File: src/rtl/pool_window_buffer.sv
// 2x2 stride-2 window gatherer for a max-pooling stage: buffers the even row of each
// row pair and emits a packed {bottom-right, bottom-left, top-right, top-left} window per odd column.
`timescale 1ns/1ps

module pool_window_buffer #(
    parameter int WIDTH = 8,
    parameter int IMG_W = 8,
    parameter int IMG_H = 8
) (
    input  logic               clk,
    input  logic               rst,
    input  logic               in_valid,
    output logic               in_ready,
    input  logic [WIDTH-1:0]   in_data,
    output logic               win_valid,
    input  logic               win_ready,
    output logic [4*WIDTH-1:0] win_data,
    output logic               frame_done
);

    localparam int KERNEL_SIZE = 4;
    localparam int COL_W = $clog2(IMG_W);
    localparam int ROW_W = $clog2(IMG_H);
    localparam logic [COL_W-1:0] COL_LAST = COL_W'(IMG_W - 1);
    localparam logic [ROW_W-1:0] ROW_LAST = ROW_W'(IMG_H - 1);
    localparam logic [COL_W-1:0] COL_ODD_MASK = ~COL_W'(1);

    typedef enum logic {
        FILL_TOP,
        FILL_BOT
    } state_t;

    state_t                       state_q, state_d;
    logic [COL_W-1:0]             col_q, col_d;
    logic [ROW_W-1:0]             row_q, row_d;
    logic [WIDTH-1:0]             hold_q, hold_d;
    logic                         win_valid_q, win_valid_d;
    logic [KERNEL_SIZE*WIDTH-1:0] win_data_q, win_data_d;
    logic                         frame_done_q, frame_done_d;
    logic [WIDTH-1:0]             line_q [IMG_W];

    logic accept;
    logic load;
    logic line_we;
    logic col_last;
    logic row_last;

    assign in_ready   = !win_valid_q || win_ready;
    assign accept     = in_valid && in_ready;
    assign col_last   = (col_q == COL_LAST);
    assign row_last   = (row_q == ROW_LAST);
    assign win_valid  = win_valid_q;
    assign win_data   = win_data_q;
    assign frame_done = frame_done_q;

    always_comb begin
        state_d      = state_q;
        col_d        = col_q;
        row_d        = row_q;
        hold_d       = hold_q;
        win_valid_d  = win_valid_q;
        win_data_d   = win_data_q;
        line_we      = 1'b0;
        load         = 1'b0;

        if (accept) begin
            if (col_last) begin
                col_d   = '0;
                row_d   = row_last ? '0 : row_q + 1'b1;
                state_d = (state_q == FILL_TOP) ? FILL_BOT : FILL_TOP;
            end else begin
                col_d = col_q + 1'b1;
            end

            if (state_q == FILL_TOP) begin
                line_we = 1'b1;
            end else if (!col_q[0]) begin
                hold_d = in_data;
            end else begin
                load = 1'b1;
            end
        end

        frame_done_d = load && row_last && col_last;

        // A fresh load wins over consumption so back-to-back windows keep win_valid high.
        if (load) begin
            win_valid_d = 1'b1;
            win_data_d  = {in_data, hold_q, line_q[col_q], line_q[col_q & COL_ODD_MASK]};
        end else if (win_valid_q && win_ready) begin
            win_valid_d = 1'b0;
        end
    end

    always_ff @(posedge clk or posedge rst) begin
        if (rst) begin
            state_q      <= FILL_TOP;
            col_q        <= '0;
            row_q        <= '0;
            hold_q       <= '0;
            win_valid_q  <= 1'b0;
            win_data_q   <= '0;
            frame_done_q <= 1'b0;
        end else begin
            state_q      <= state_d;
            col_q        <= col_d;
            row_q        <= row_d;
            hold_q       <= hold_d;
            win_valid_q  <= win_valid_d;
            win_data_q   <= win_data_d;
            frame_done_q <= frame_done_d;
        end
    end

    // Line buffer is deliberately left out of reset; every entry is rewritten before use.
    always_ff @(posedge clk) begin
        if (line_we) begin
            line_q[col_q] <= in_data;
        end
    end

endmodule

File: config.mk
export PLATFORM = sky130hd
export DESIGN_NAME = pool_window_buffer
export DESIGN_NICKNAME = d
export VERILOG_FILES = /design/src/rtl/pool_window_buffer.sv
export SDC_FILE = /design/constraint.sdc
export NUM_CORES = 1
export LEC_CHECK = 0
export CAP_MARGIN = 15
export CORE_UTILIZATION = 35
export DETAILED_ROUTE_END_ITERATION = 10
export GPL_TIMING_DRIVEN = 0
export SLEW_MARGIN = 40
export SYNTH_ARGS = -nofsm -noshare
export SYNTH_HDL_FRONTEND = slang
export SYNTH_SLANG_ARGS = --single-unit
File: constraint.sdc
create_clock -name clk -period 3.1 [get_ports clk]
set_clock_uncertainty 0.15 [all_clocks]
set_input_delay 0.62 -clock clk [delete_from_list [all_inputs] [get_ports clk]]
set_output_delay 0.62 -clock clk [all_outputs]
set_load 0.01 [all_outputs]
==> flow_summary.json <==
{
  "gp_congestion": 0.750,
  "min_period_ps": 2700,
  "via_per_inst": 4.72,
  "cp-start-kind": "input port",
  "swShare_pct": 28.1,
  "crit_top_cell": "clkdlybuf4s50_1",
  "clk-insertion-delay-late_ps": 400,
  "ir_worst_vdd_v": 0.000479,
  "hold_viol_final": 0,
  "tritoncts": "built",
  "gr-total-overflow": 0,
  "layout-area-overhead-vs-synth_pct": 28.7,
  "stdcell_area_um2": 6070,
  "drtPass1Iterations": 4,
  "path_clk_slew_ps": 50,
  "cts_max_path_buffers": 2,
  "die_area_um2": 13900,
  "final.setup.worst_slack_ps": 400,
  "slowest_stage": "clkdlybuf4s50_1",
  "htree_levels": 4,
  "finish.utilization_pct": 46.0,
  "io_buffers": 45,
  "seqPwrFrac_pct": 35.1,
  "vias": 2449,
  "grt_max_degree": 29,
  "power_density_nw_per_um2": 1050,
  "switching_power_mw": 1.79,
  "ys_types": 25,
  "drv_slew": 0,
  "cts_setup_buffers": 0,
  "critPathMaxFanout": 8,
  "min_period_over_period_pct": 87.1,
  "arrival_ps": 1930,
  "max_freq_ghz": 0.370,
  "clock-sinks": 113,
  "max_stage_delay_ps": 560,
  "dp_hpwl_um": 6180,
  "num-fill-cells": 1150,
  "final_nets": 346,
  "hold_ws_ps": 352,
  "syn_inst": 261,
  "cp-end-kind": "output port",
  "avgRoutedWirePerCell_um": 17.8,
  "outcome": "completed",
  "drtIter0Drc": 80,
  "rows": 42,
  "antenna_found_initial": 0,
  "slew_headroom_pct": 46.3,
  "hp-class": "flop to flop",
  "p_comb_share_pct": 34.6,
  "grt_pass1_wl_um": 15100,
  "drc": 0,
  "power.leakage_nw": 2.40,
  "setup.worst_path.class": "input port to output port",
  "cp_cell_sequence": "clkdlybuf4s50_1, nand2b_1, buf_2, clkdlybuf4s50_1",
  "start_util_pct": 35.7,
  "grt_pass1_vias": 2706,
  "grt_use_total_pct": 14.9,
  "tightest_slew_ps": 802,
  "cts_root_buf": "clkbuf_16",
  "cts_made_buffers": 17,
  "rsz0062_at_grt": "false",
  "syn_nets": 277,
  "avgSynthCellArea_um2": 18.1,
  "io-pin-count": 47,
  "routed_wl_um": 9230,
  "cts_hold_buf": 0,
  "final_cell_mix": "edfxtp_1, dfrtp_1, clkdlybuf4s50_1",
  "postPlaceCellArea_um2": 5460,
  "yosysSeqAreaShare_pct": 66.8,
  "ys_ff_latch": 113,
  "yosysWarnings": 0,
  "netlist_area_um2": 4710,
  "antennaDiodeCount": 0,
  "dpl_worst_slack_ps": 123,
  "ant_nets": 0,
  "drive_gt1_share_pct": 30.9,
  "ctsResizeCount": 0,
  "drv_cap": 0,
  "coreArea_um2": 13200,
  "clkPwrFrac_pct": 30.2,
  "die_h_um": 118,
  "worstPathRequired_ps": 2330,
  "layout_commonest_cell": "edfxtp_1",
  "setup_viol": 0,
  "p_int_mw": 4.58,
  "die_w_um": 118
}
==> cell usage after synthesis <==
| master | number | share of area, % |
|---|---|---|
| buf_12 | 3 | 1.3 |
| nor3_1 | 2 | 0.21 |
| nand4b_1 | 1 | 0.19 |
| inv_1 | 9 | 0.72 |
| nor2_1 | 8 | 0.64 |
| ha_1 | 4 | 1.1 |
| edfxtp_1 | 64 | 41 |
| xnor2_1 | 1 | 0.19 |
| nor2b_1 | 1 | 0.13 |
| nand4_4 | 1 | 0.45 |
| nand3_1 | 2 | 0.21 |
| nand4b_2 | 1 | 0.32 |
| clkbuf_1 | 1 | 0.080 |
| buf_2 | 6 | 0.64 |
| nor4b_1 | 1 | 0.19 |
| nand2b_1 | 3 | 0.40 |
| mux2_2 | 37 | 8.8 |
| buf_6 | 3 | 0.72 |
| mux2i_1 | 40 | 8.5 |
| dfrtp_1 | 49 | 26 |
| mux2_1 | 1 | 0.24 |
| mux4_2 | 16 | 7.6 |
| buf_1 | 2 | 0.16 |
| nand2_1 | 4 | 0.32 |
| nor4_1 | 1 | 0.13 |
==> critical path: cells and delay by family <==
| family | cells | cell delay [ps] |
|---|---|---|
| buffers and inverters | 3 | 1210 |
| and+or+nand+nor | 1 | 90 |
==> final timing paths <==
kind / startpoint / to / slack [ps] / cells after the start
hold / removal: hold_q[7] / hold_q[7] / 350 / 1
setup reg to reg: col_q[2] / line_q[3][4] / 680 / 5
max in group asynchronous: rst / win_data[15] / 1970 / 3
hold reg to reg: hold_q[7] / hold_q[7] / 350 / 1
min in group asynchronous: rst / win_data[30] / 380 / 2
setup / recovery: win_ready / in_ready / 400 / 4
==> per-layer routing <==
metal  up-vias  GRT usage (%)  part of all wire [%]
met1      1241           18.6                    44
li1       1135              -                     -
met3         9           5.23                   4.8
met5         -              0                     0
met2        64           23.6                    50
met4         0           6.01                   1.3
==> metrics by stage <==
stage / power [mW] / TNS, ps / instances
after global routing: 6.69 / 0 / 519
final: 6.36 / 0 / 519
after detailed placement: 4.48 / 0 / 487
after floorplan: 3.62 / 0 / 261
after global placement: 4.41 / -16180 / 482
after CTS: 6.43 / 0 / 519
==> final cells by class <==
cell class | instances | area [um2] | area share, %
multi-input combinational | 124 | 1430 | 23.6
inverter | 9 | 36.3 | 0.598
clock inverter | 3 | 40.0 | 0.660
buffer | 15 | 135 | 2.23
clock buffer | 29 | 564 | 9.30
tap | 176 | 220 | 3.63
sequential | 113 | 3150 | 51.9
timing repair buffer | 50 | 490 | 8.08
==> sequential cells by signal, indices dropped and copies added (netlist names) <==
register    count
state_q         1
win_data       32
line_q         64
hold_q          8
frame_done      1
win_valid       1
col_q           3
row_q           3
==> power groups by stage <==
stage / logic [mW] / registers [mW] / clock network, mW
2_1_floorplan: 1.30 / 2.32 / 0
3_3_place_gp: 2.16 / 2.25 / 0
3_5_place_dp: 2.22 / 2.26 / 0
4_1_cts: 2.23 / 2.24 / 1.96
5_1_grt: 2.37 / 2.29 / 2.03
6_report: 2.20 / 2.23 / 1.92
==> cells by family after synthesis <==
kind of cell	Yosys count	synth area share, %
xor+xnor	1	0.186
fa+ha+maj	4	1.06
buf+inv	24	3.58
flops	113	66.8
mux	94	25.2
simple gates	25	3.18
Power figures use the tool's default switching activity.
